File: config.mk
export PLATFORM = sky130hd
export DESIGN_NAME = nrisc_control
export DESIGN_NICKNAME = d
export VERILOG_FILES = /design/src/rtl/nrisc_control_pkg.sv /design/src/rtl/nrisc_control_decoder.sv /design/src/rtl/nrisc_control.sv
export SDC_FILE = /design/constraint.sdc
export NUM_CORES = 1
export LEC_CHECK = 0
export ABC_AREA = 1
export BUFFER_PORTS_ARGS = -buffer_cell sky130_fd_sc_hd__buf_4
export CELL_PAD_IN_SITES_DETAIL_PLACEMENT = 1
export CELL_PAD_IN_SITES_GLOBAL_PLACEMENT = 1
export CORE_MARGIN = 3
export CORE_UTILIZATION = 33
export CTS_CLUSTER_SIZE = 12
export DETAILED_ROUTE_END_ITERATION = 8
export GPL_TIMING_DRIVEN = 0
export PLACE_DENSITY = 0.76
export SYNTH_ARGS = -nofsm -noshare
export SYNTH_HDL_FRONTEND = slang
export SYNTH_SLANG_ARGS = --single-unit
File: constraint.sdc
create_clock -name clk -period 1.4 [get_ports clk]
set_clock_uncertainty 0.1 [all_clocks]
set_input_delay 0 -clock clk [delete_from_list [all_inputs] [get_ports clk]]
set_output_delay 0 -clock clk [all_outputs]
set_load 0.02 [all_outputs]
File: src/rtl/nrisc_control_pkg.sv
// Nrisc control unit shared types: opcodes, ALU ops, writeback sources,
// FSM states, decoded-control bundle and instruction field helpers.
package nrisc_control_pkg;

  typedef enum logic [3:0] {
    OP_ADD  = 4'h0,
    OP_SUB  = 4'h1,
    OP_AND  = 4'h2,
    OP_OR   = 4'h3,
    OP_SLT  = 4'h4,
    OP_LW   = 4'h5,
    OP_SW   = 4'h6,
    OP_BEQ  = 4'h7,
    OP_LI   = 4'h8,
    OP_JMP  = 4'h9,
    OP_MVH  = 4'hA,
    OP_HALT = 4'hF
  } opcode_e;

  typedef enum logic [2:0] {
    ALU_ADD = 3'd0,
    ALU_SUB = 3'd1,
    ALU_AND = 3'd2,
    ALU_OR  = 3'd3,
    ALU_SLT = 3'd4
  } alu_op_e;

  typedef enum logic [1:0] {
    WB_ALU = 2'd0,
    WB_MEM = 2'd1,
    WB_IMM = 2'd2,
    WB_RB  = 2'd3
  } wb_sel_e;

  typedef enum logic [2:0] {
    S_IDLE,
    S_FETCH,
    S_DECODE,
    S_FIMM,
    S_EXEC,
    S_MEM,
    S_WB,
    S_HALT
  } state_e;

  typedef struct packed {
    alu_op_e alu_op;
    wb_sel_e wb_sel;
    logic    needs_imm;
    logic    is_mem;
    logic    illegal;
  } dec_t;

  function automatic logic [3:0] ir_op(input logic [7:0] ir);
    return ir[7:4];
  endfunction

  function automatic logic [1:0] ir_ra(input logic [7:0] ir);
    return ir[3:2];
  endfunction

  function automatic logic [1:0] ir_rb(input logic [7:0] ir);
    return ir[1:0];
  endfunction

endpackage

File: src/rtl/nrisc_control_decoder.sv
// Nrisc instruction decoder: purely combinational IR -> control bundle.
// Opcodes B..E are flagged illegal and otherwise decode as a NOP.
module nrisc_control_decoder
  import nrisc_control_pkg::*;
(
  input  logic [7:0] ir,
  output dec_t       dec
);

  logic [3:0] op;

  assign op = ir_op(ir);

  always_comb begin
    dec = '0;
    unique case (1'b1)
      (op <= OP_SLT): begin
        dec.alu_op = alu_op_e'(op[2:0]);
      end
      (op == OP_LW): begin
        dec.wb_sel = WB_MEM;
        dec.is_mem = 1'b1;
      end
      (op == OP_SW): begin
        dec.is_mem = 1'b1;
      end
      (op == OP_BEQ): begin
        // zero flag of ra - rb decides the branch
        dec.alu_op    = ALU_SUB;
        dec.needs_imm = 1'b1;
      end
      (op == OP_LI): begin
        dec.wb_sel    = WB_IMM;
        dec.needs_imm = 1'b1;
      end
      (op == OP_JMP): begin
        dec.needs_imm = 1'b1;
      end
      (op == OP_MVH): begin
        dec.wb_sel = WB_RB;
      end
      (op == OP_HALT): begin
        dec.illegal = 1'b0;
      end
      default: begin
        dec.illegal = 1'b1;
      end
    endcase
  end

endmodule

File: src/rtl/nrisc_control.sv
// Nrisc multi-cycle control unit: fetch/decode/exec/mem/wb FSM,
// program counter, instruction and immediate registers.
module nrisc_control
  import nrisc_control_pkg::*;
#(
  parameter int unsigned     PC_W     = 8,
  parameter logic [PC_W-1:0] RESET_PC = '0
) (
  input  logic            clk,
  input  logic            rst_n,
  input  logic [7:0]      instr,
  input  logic            instr_valid,
  input  logic            mem_ready,
  input  logic            alu_zero,
  output logic            instr_req,
  output logic [PC_W-1:0] pc,
  output logic [1:0]      rd_addr1,
  output logic [1:0]      rd_addr2,
  output logic [2:0]      wr_addr,
  output logic            wr_en,
  output logic [1:0]      wb_sel,
  output logic [2:0]      alu_op,
  output logic [7:0]      imm,
  output logic            mem_rd,
  output logic            mem_wr,
  output logic            halted,
  output logic            illegal
);

  state_e     state_q;
  state_e     state_d;
  logic [7:0] ir;
  logic [3:0] op;
  dec_t       dec;
  logic       is_lw;
  logic       is_sw;
  logic       is_jmp;
  logic       is_beq;
  logic       take;

  nrisc_control_decoder u_dec (
    .ir  (ir),
    .dec (dec)
  );

  assign op     = ir_op(ir);
  assign is_lw  = (op == OP_LW);
  assign is_sw  = (op == OP_SW);
  assign is_jmp = (op == OP_JMP);
  assign is_beq = (op == OP_BEQ);
  assign take   = is_jmp || (is_beq && alu_zero);

  always_ff @(posedge clk or negedge rst_n) begin
    if (!rst_n) begin
      state_q <= S_IDLE;
    end else begin
      state_q <= state_d;
    end
  end

  always_comb begin
    state_d = state_q;
    unique case (state_q)
      S_IDLE: begin
        state_d = S_FETCH;
      end
      S_FETCH: begin
        if (instr_valid) state_d = S_DECODE;
      end
      S_DECODE: begin
        if (dec.illegal) state_d = S_FETCH;
        else if (op == OP_HALT) state_d = S_HALT;
        else if (dec.needs_imm) state_d = S_FIMM;
        else state_d = S_EXEC;
      end
      S_FIMM: begin
        if (instr_valid) state_d = S_EXEC;
      end
      S_EXEC: begin
        if (is_jmp || is_beq) state_d = S_FETCH;
        else if (dec.is_mem) state_d = S_MEM;
        else state_d = S_WB;
      end
      S_MEM: begin
        if (mem_ready) state_d = is_lw ? S_WB : S_FETCH;
      end
      S_WB: begin
        state_d = S_FETCH;
      end
      S_HALT: begin
        state_d = S_HALT;
      end
      default: begin
        state_d = S_IDLE;
      end
    endcase
  end

  // a taken branch or jump in EXEC overrides any earlier increment
  always_ff @(posedge clk or negedge rst_n) begin
    if (!rst_n) begin
      pc  <= RESET_PC;
      ir  <= '0;
      imm <= '0;
    end else begin
      if (state_q == S_FETCH && instr_valid) begin
        ir <= instr;
        pc <= pc + PC_W'(1);
      end
      if (state_q == S_FIMM && instr_valid) begin
        imm <= instr;
        pc  <= pc + PC_W'(1);
      end
      if (state_q == S_EXEC && take) begin
        pc <= PC_W'(imm);
      end
    end
  end

  // read addresses come straight from IR so they hold from DECODE to WB
  assign rd_addr1  = ir_ra(ir);
  assign rd_addr2  = ir_rb(ir);
  assign wr_addr   = {(op == OP_MVH), ir_ra(ir)};
  assign wb_sel    = dec.wb_sel;
  assign alu_op    = dec.alu_op;

  assign instr_req = (state_q == S_FETCH) || (state_q == S_FIMM);
  assign wr_en     = (state_q == S_WB);
  assign mem_rd    = (state_q == S_MEM) && is_lw;
  assign mem_wr    = (state_q == S_MEM) && is_sw;
  assign halted    = (state_q == S_HALT);
  assign illegal   = (state_q == S_DECODE) && dec.illegal;

endmodule

Word-level counts from Yosys, hierarchy flattened --
Cells that the tools add are included.
Word-level totals: register bits after elaboration 27, output and inout port bits 34, logic and storage cells 58
Operators by class: add/subtract/negate cells 1, $lt $le $gt $ge 1, eq/ne operators 17, mux-type cells 18, reductions and logical operators 17
Operators by type and width (count):
- 3-bit 2-to-1 mux | 8
- 8-bit 2-to-1 mux | 3
- 3-bit case mux with 7 select lines | 1
- 4-bit equality test (second input constant) | 4
- 3-bit equality test (second input constant) | 4
- 4-bit by 3-bit equality test with 1-bit output (second input constant) | 3
- 8-bit by 1-bit adder with 8-bit output (second input constant) | 1
- 8-bit OR reduction | 1
- 1-bit logical AND | 7
- 3-bit by 2-bit equality test with 1-bit output (second input constant) | 2
- 2-bit != test (second input constant) | 3
- 2-bit case mux with 3 select lines | 1
- 3-bit case mux with 2 select lines | 1
- 4-bit by 3-bit <= comparator with 1-bit output (second input constant) | 1
- 2-bit OR reduction | 2
- 3-bit by 1-bit equality test with 1-bit output (second input constant) | 1
- 3-bit logical NOT | 1
- 1-bit logical OR | 3
- 1-bit 2-to-1 mux | 3
- 3-bit AND reduction | 1
- 3-bit nonzero test | 1
- 3-bit OR reduction | 1
- 2-bit 2-to-1 mux | 1

Logic depth before layout (Yosys ltp) --
Gate-level depths: netlist of the first run.
depth after elaboration 7, mapped depth 8, gate-level depth less buffers 8

Modules after synthesis --
From an unflattened synthesis of the first run, not the netlist that was laid out.
Second synthesis, totals: cells, all modules 234, area, all modules 1775.5 sq um
Modules (own cells, without submodules):
- nrisc_control | times used 1, cells each 205, area each 1642.8 sq um, sequential area each 675.6 sq um
- nrisc_control_decoder | times used 1, cells each 29, area each 132.6 sq um, sequential area each 0.0 sq um

Worst setup path before layout of the first run --
Ideal clock, no wire load.
path kind flip-flop to flip-flop, from reg ir[7], to reg state_q[1], arrival 1.284 ns, data required time 1.229 ns, path slack -0.055 ns, stages on the path, launching flop included 9, period minus slack after synthesis 1.455 ns, cell sequence dfrtp_1 > buf_4 > nor2_4 > nand2_1 > nor2_1 > nor2_1 > nand3_1 > nor2_1 > nor2_1
On the way: longest elaborated chain between the ends 7, elaborated cells on any way between the ends 22, classes of those cells order compare: 1; eq/ne: 7; mux: 10; reduce/logical: 4
Ends and longest elaborated chain:
- start, declared | RTL line nrisc_control.sv:32 | logic [7:0] ir;
- start signal, assigned | RTL line nrisc_control.sv:107 | ir <= instr;
- 4-bit equality test, or another cell as far along | RTL line nrisc_control_decoder.sv:36, nrisc_control.sv:49
- 3-bit OR reduction (no line)
- 1-bit 2-to-1 mux | RTL line nrisc_control_decoder.sv:16 | unique case (1'b1)
- 3-bit 2-to-1 mux | RTL line nrisc_control.sv:73 | else if (dec.needs_imm) state_d = S_FIMM;
- 3-bit 2-to-1 mux | RTL line nrisc_control.sv:72 | else if (op == OP_HALT) state_d = S_HALT;
- 3-bit 2-to-1 mux | RTL line nrisc_control.sv:71 | if (dec.illegal) state_d = S_FETCH;
- 3-bit case mux with 7 select lines * | RTL line nrisc_control.sv:63 | unique case (state_q)
- end signal, assigned | RTL line nrisc_control.sv:57 | state_q <= state_d;
- end, declared | RTL line nrisc_control.sv:30 | state_e state_q;
Every way passes the cells marked *; elsewhere a longest branch is shown, timed or not. The select of a mux whose other input is x is not followed. A chain may end at the register's enable or synchronous reset.

Worst setup path after layout of the first run --
from reg state_q[0], to reg pc[4]
On the way: longest elaborated chain between the ends 4, elaborated cells on any way between the ends 9, classes of those cells eq/ne: 3; mux: 2; reduce/logical: 4
Ends and longest elaborated chain:
- 3-bit by 2-bit equality test with 1-bit output | RTL line nrisc_control.sv:110 | if (state_q == S_FIMM && instr_valid) begin
- 1-bit logical AND | RTL line nrisc_control.sv:110
- 8-bit 2-to-1 mux | RTL line nrisc_control.sv:110
- 8-bit 2-to-1 mux | RTL line nrisc_control.sv:114 | if (state_q == S_EXEC && take) begin
- end signal, assigned | RTL line nrisc_control.sv:108 | pc <= pc + PC_W'(1);
- end signal, assigned | RTL line nrisc_control.sv:112 | pc <= pc + PC_W'(1);
- end signal, assigned | RTL line nrisc_control.sv:115 | pc <= PC_W'(imm);
- end, declared | RTL line nrisc_control.sv:16 | output logic [PC_W-1:0] pc,
Several ways; a longest one is shown, not always the timed one.

==> results of run 1 <==
[power breakdown]
part | switching [mW] | leakage (nW) | internal [mW]
Combinational | 2.19 | 0.980 | 1.77
Sequential | 0.430 | 0.338 | 1.14
Clock | 0.276 | 0.0217 | 0.203
Total | 2.90 | 1.34 | 3.12
[stage by stage]
stage	instances	total power, mW	util [%]
after floorplan	202	3.321	-
after global placement	300	4.272	44.46
after detailed placement	300	4.333	44.46
after CTS	333	5.497	54.67
after global routing	340	6.439	58.61
final	340	6.013	58.61
[state kept, by name (all words and copies together), names as in the netlist]
register and flops:
imm 8, pc 8, state_q 3, ir 8
[routing by layer]
layer	track usage, %	up-vias	share of wire, %
li1	-	825	-
met1	23.86	856	42
met2	35.49	43	54
met3	2.937	8	3.7
met4	2.964	0	1.3
met5	0	-	0
[cell usage in the layout (no fill, tap or decap)]
cell / Yosys / final
a211oi_2: 0 / 2
a21oi_1: 1 / 1
and2_4: 1 / 1
buf_12: 0 / 2
buf_4: 7 / 71
buf_6: 2 / 8
clkbuf_8: 0 / 3
clkinvlp_4: 0 / 1
dfrtp_1: 27 / 23
dfrtp_2: 0 / 4
dlygate4sd3_1: 0 / 10
ha_1: 1 / 1
inv_1: 14 / 10
inv_2: 5 / 4
inv_4: 0 / 5
nand2_1: 49 / 41
nand2_2: 5 / 9
nand2_4: 1 / 4
nand2_8: 0 / 1
nand3_1: 41 / 19
nand3_2: 1 / 21
nand3_4: 0 / 2
nand4_1: 2 / 2
nor2_1: 14 / 10
nor2_2: 2 / 2
nor2_4: 3 / 7
nor2_8: 1 / 1
nor3_1: 2 / 1
nor3_2: 0 / 1
nor4_2: 0 / 1
o21ai_0: 8 / 6
o21ai_1: 5 / 6
o21ai_2: 0 / 1
or2_0: 1 / 1
or2_1: 1 / 1
xnor2_1: 2 / 2
xor2_1: 3 / 3
[worst max path at each step]
stage          slack, ns      to        from  cells past startpoint
6_report           -0.08   pc[4]  state_q[0]                      7
5_1_grt            -0.16   pc[4]  state_q[0]                      7
4_1_cts            -0.05  mem_rd       ir[4]                      5
3_5_place_dp       -0.17   ir[3]  state_q[1]                      6
3_3_place_gp       -0.13   pc[7]       ir[6]                      8
2_1_floorplan       0.02  mem_wr  state_q[1]                      3
[area by class of cell]
cell class / instances / area (sq um)
Fill cell: 530 / 1852
Multi-Input combinational cell: 147 / 980.9
Timing Repair Buffer: 83 / 695.7
Sequential cell: 27 / 680.7
Inverter: 19 / 83.83
Buffer: 8 / 67.56
Tap cell: 52 / 65.06
Clock buffer: 3 / 41.29
Clock inverter: 1 / 7.507
[what timing repair did]
| action | in CTS | in global routing |
|---|---|---|
| pin swaps | 19 | 14 |
| buffers inserted | 19 | 8 |
| endpoints found under the setup margin | 23 | 33 |
| endpoints found under the hold margin | 44 | 0 |
| hold buffers | 10 | 0 |
| resized for setup | 35 | 35 |
[worst max-delay path, stage by stage, from the launching register on]
cell     delay, ns
dfrtp_2       0.46
buf_6         0.13
nand3_4       0.10
nor2_4        0.06
nor2_4        0.24
buf_12        0.16
nand3_2       0.10
nand3_2       0.07
[cell families (layout without fill, tap and decap cells)]
group | count (synthesis) | after routing | share of synthesized area [%]
AOI/OAI and AO/OA | 16 | 16 | 5.405
xor gates and xnor gates | 5 | 5 | 2.783
adders and majority gates | 1 | 1 | 0.7948
buffers and inverters | 28 | 114 | 9.300
DFF | 27 | 27 | 42.93
and+or+nand+nor | 125 | 125 | 38.79
==> out/results.tsv, run 1 <==
stage	metric	value	unit
global_route	grt_pass1_wl	8390	um
clock_tree	clock_latency	0.28	ns
synth	yosys_warnings	0	
global_route	grt_usage	19.21	%
sta	period_share	105.6	%
global_route	grt_max_degree	28	
sta	finalHoldViolCount	0	
status	violations	negative setup slack	
cells_and_area	area_delta_synth_final	66.61	%
floorplanning	core-area	4474	sq um
place	place.gp.congestion	0.8150	
floorplanning	rows	24	
synth	syn_area	1574	sq um
critical_path	crit_type	flop to flop	
critical_path	r2r-end	pc[4]	
critical_path	worst-endpoint-required	1.53	ns
global_route	grt_pass1_vias	1716	
sta	setup_viol	13	
synth	synth_edf_count	0	
sta	tns	-0.5671	ns
floorplanning	io_pins	47	
floorplanning	dieArea	5635	sq um
route	dr.pass1.iters	4	
sta	holdWs	0.07617	ns
route	via_per_inst	5.094	
place	dp_hpwl	3101	um
route	wl_per_cell	15.87	um
floorplanning	die_h	75.07	um
sta	min_period	1.478	ns
power_and_ir_drop	peakVddDrop	1.296	mV
synth	synth_nets	216	
floorplanning	die_x	75.07	um
worst_hold_path	hold_class	input pin to async pin	
place	placed_area	1989	sq um
synth	synth_cells	202	
sta	tightest_slew	0.3727	ns
place	portBuffers	46	
route	drc	0	
clock_tree	cts_root_buffer	clkbuf_8	
clock_tree	path_clk_slew	0.10	ns
synth	async_reset_ff_share	100.0	%
sta	setup_slack	-0.07831	ns
synth	synthTopCellsByArea	dfrtp_1 43%, nand3_1 13%, nand2_1 12%, buf_4 3.3%, inv_1 3.3%	
place	dpl_worst_slack	-0.1716	ns
route	antenna_left	0	
synth	synth.distinct_cells	27	
sta	relSlewSlack	75.16	%
route	vias	1732	
clock_tree	clock_sinks	27	
synth	ys_seq_area_share	42.93	%
job	maxCapViolCount	0	
clock_tree	clockBufferDepth	2	
global_route	grt-ovfl-total	0	
synth	synth_flop_cell	dfrtp_1	
route	initialDrtViolationCount	57	
critical_path	cp.arrival	1.61	ns
synth	yosys.area.top_type	dfrtp_1	
synth	syn_area_per_cell	7.792	sq um
critical_path	crit_path_end_kind	flop	
synth	synthTopCellsByCount	49 x nand2_1, 41 x nand3_1, 27 x dfrtp_1, 14 x inv_1, 14 x nor2_1	
synth	synth_top_area_share	42.93	%
sta	fmax	676.4	MHz
synth	synth-seq-cells	27	
power_and_ir_drop	p_per_area	2293	nW/um^2
critical_path	critPathMaxFanout	6	
cells_and_area	layout.nets	303	
clock_tree	cts_inserted_buffers	3	
route	wl	5396	um
sta	grt_setup_unrepaired	yes	
power_and_ir_drop	p_leak	1.340	nW
critical_path	rrSetupSlack	-0.08	ns
cells_and_area	diodes	0	
synth	yosysMostFrequentCell	nand2_1	
sta	timing.final.max_slew_violations	0	
status	outcome	finished, violations left	
clock_tree	cts_tree	built	
global_route	grt_antenna_before_repair	0	
cells_and_area	final_area	2623	sq um
critical_path	critPathLaunchType	flop	
floorplanning	start_util	35.18	%
critical_path	r2r-start	state_q[0]	
critical_path	r2r_cells	7	
cells_and_area	drive_gt1_share	52.43	%
clock_tree	cts_max_level	1	
Power figures use the tool's default switching activity.
==> run 2: changes to the inputs <==
- ABC_AREA: 1 -> unset
- CORE_UTILIZATION: 33 -> 35
==> run 2 against run 1 <==
Design area grew 5.5%. Non-clock buffer count grew 15. Largest power group unchanged. Synthesized area is 2.9% higher. The flow still finishes with violations (negative setup slack). Sequential power up 6%. Sequential share of layout area shrank 1.3 points.
==> out/results.tsv, run 2 <==
stage	metric	value	unit
place	place.gp.congestion	0.8275	
worst_hold_path	hold_class	input pin to async pin	
global_route	met1_usage	33.00	%
critical_path	critPathLaunchType	flop	
critical_path	worst-endpoint-required	1.52	ns
cells_and_area	drive_gt1_share	61.69	%
cells_and_area	diodes	0	
global_route	grt_max_degree	28	
critical_path	critPathCapture	state_q[0]	
global_route	grt_pass1_vias	1752	
power_and_ir_drop	p_leak	1.309	nW
global_route	use_met2	42.03	%
place	dp_hpwl	3312	um
synth	synth_nets	168	
global_route	grt-ovfl-total	0	
synth	syn_area_per_cell	10.51	sq um
cells_and_area	most-common-layout-cells	73 x buf_4, 21 x dfrtp_1, 15 x buf_6	
global_route	grt_usage	25.19	%
floorplanning	die_h	74.02	um
power_and_ir_drop	comb_power_share	69.1	%
clock_tree	clock_latency	0.28	ns
floorplanning	dieArea	5478	sq um
cells_and_area	nFillCells	458	
place	portBuffers	46	
sta	holdWs	0.07184	ns
cells_and_area	final_common_cell	buf_4	
sta	setup_viol	35	
power_and_ir_drop	p_int	3.824	mW
synth	synthTopCellsByArea	dfrtp_1 42%, mux2_2 9.7%, buf_4 3.7%, nand2_1 3.7%, a221o_1 2.5%	
status	outcome	finished, violations left	
clock_tree	clockBufferDepth	2	
clock_tree	cts_root_buffer	clkbuf_8	
power_and_ir_drop	switching_share	44.67	%
route	wl_per_cell	24.16	um
synth	syn_area	1619	sq um
global_route	grt_pass1_wl	10210	um
clock_tree	cts_tree	built	
floorplanning	rows	24	
job	maxCapViolCount	0	
critical_path	crit_type	flop to flop	
synth	yosysMostFrequentCell	dfrtp_1	
synth	ys_seq_area_share	41.73	%
clock_tree	path_clk_slew	0.10	ns
sta	period_share	119.4	%
global_route	met3_usage	4.054	%
power_and_ir_drop	clockPowerShare	6.7	%
floorplanning	io_pins	47	
floorplanning	start_util	36.68	%
critical_path	rrSetupSlack	-0.27	ns
clock_tree	clock_sinks	27	
route	via_per_inst	5.607	
critical_path	r2r-start	ir[6]	
critical_path	critPathMaxFanout	6	
power_and_ir_drop	p_sw	3.087	mW
cells_and_area	layout.nets	263	
synth	yosys_warnings	0	
power_and_ir_drop	power_frac_seq	24.2	%
critical_path	crit_path_start	ir[6]	
critical_path	crit_path_end_kind	flop	
sta	relSlewSlack	76.04	%
power_and_ir_drop	peakVddDrop	1.476	mV
sta	min_period	1.672	ns
route	dr.pass1.iters	4	
cells_and_area	area_delta_synth_final	70.94	%
status	violations	negative setup slack	
critical_path	r2r-end	state_q[0]	
global_route	grt_busiest_layer	met2	
route	antenna_left	0	
sta	timing.final.max_slew_violations	0	
sta	grt_setup_unrepaired	yes	
synth	synth_top_area_share	41.73	%
sta	fmax	598.2	MHz
clock_tree	cts_inserted_buffers	3	
floorplanning	die_x	74.02	um
synth	synthTopCellsByCount	27 x dfrtp_1, 16 x nand2_1, 14 x mux2_2, 8 x buf_4, 7 x buf_2	
synth	synth_cells	154	
route	wl	7247	um
synth	synth.distinct_cells	47	
critical_path	cp.arrival	1.79	ns
synth	async_reset_ff_share	100.0	%
floorplanning	core-area	4414	sq um
clock_tree	cts_max_level	1	
synth	synth-seq-cells	27	
sta	finalHoldViolCount	0	
place	dpl_worst_slack	-0.2616	ns
global_route	grt_antenna_before_repair	0	
sta	setup_slack	-0.2718	ns
power_and_ir_drop	p_per_area	2497	nW/um^2
route	vias	1682	
critical_path	r2r_cells	6	
synth	synth_flop_cell	dfrtp_1	
sta	tightest_slew	0.3564	ns
synth	yosys.area.top_type	dfrtp_1	
synth	synth_edf_count	0	
cells_and_area	top_regs	imm x8, ir x8, pc x8	
route	initialDrtViolationCount	135	
route	drc	0	
## run 2: worst min path at each step
stage	depth (start not counted)	slack (ns)	end
2_1_floorplan	0	-0.40	imm[0]
3_3_place_gp	1	-0.17	ir[0]
3_5_place_dp	1	-0.17	ir[0]
4_1_cts	3	0.04	state_q[0]
5_1_grt	2	0.07	imm[1]
6_report	2	0.07	imm[1]
## run 2: final cells by class
class                   count  area (sq um)  area share (%)
flip-flops and latches     27         683.2           24.68
repair buffers             91         788.3           28.48
plain buffers              15         153.9           5.561
clock buffers               3         41.29           1.492
inverters                   3         18.77          0.6781
clock inverters             1         7.507          0.2712
multi-input cells         108          1010           36.48
well taps                  52         65.06           2.351
## run 2: what timing repair did
item                       CTS  global route
pin swaps                    7            10
setup endpoints to repair   36            39
hold buffers                 9             0
buffers inserted            20            16
gates cloned                 1             2
hold endpoints to repair    43             0
resized for setup           42            33
## run 2: worst max-delay path, stage by stage, from the launching register on
cell       delay (ns)
dfrtp_2          0.46
buf_4            0.16
clkbuf_16        0.14
a21o_1           0.14
nand2_1          0.07
a32oi_1          0.31
o32a_1           0.23
## run 2: metal layers
metal  up-vias  part of all wire, %
met2        59                   52
met4         0                  3.1
li1        743                    -
met1       856                   40
met3        24                  4.3
met5         -                    0
## run 2: cells by family after synthesis
group                      synth area share (%)
and+or+nand+nor                           22.26
buffers and inverters                     7.264
adders and majority gates                0.7727
muxes                                     10.36
DFF                                       41.73
AOI/OAI and AO/OA                         14.38
xor gates and xnor gates                  3.246
## run 2: power groups by stage
| stage | sequential, mW | combinational [mW] | clock, mW |
|---|---|---|---|
| floorplan | 1.71 | 1.85 | 0 |
| global placement | 1.52 | 3.04 | 0 |
| detailed placement | 1.56 | 3.12 | 0 |
| CTS | 1.57 | 3.95 | 0.470 |
| global route | 1.72 | 4.99 | 0.522 |
| finish | 1.67 | 4.77 | 0.463 |
## run 2: metrics by stage
stage          setup TNS, ns  total power, mW  cell area, sq um  util, %  cells
6_report              -4.303            6.912              2768    62.70    300
5_1_grt               -5.907            7.230              2768    62.70    300
4_1_cts               -3.129            5.994              2550    57.77    285
3_5_place_dp          -3.690            4.687              2066    46.80    252
3_3_place_gp          -2.680            4.562              2066    46.80    252
2_1_floorplan        -0.2890            3.557              1655        -    154
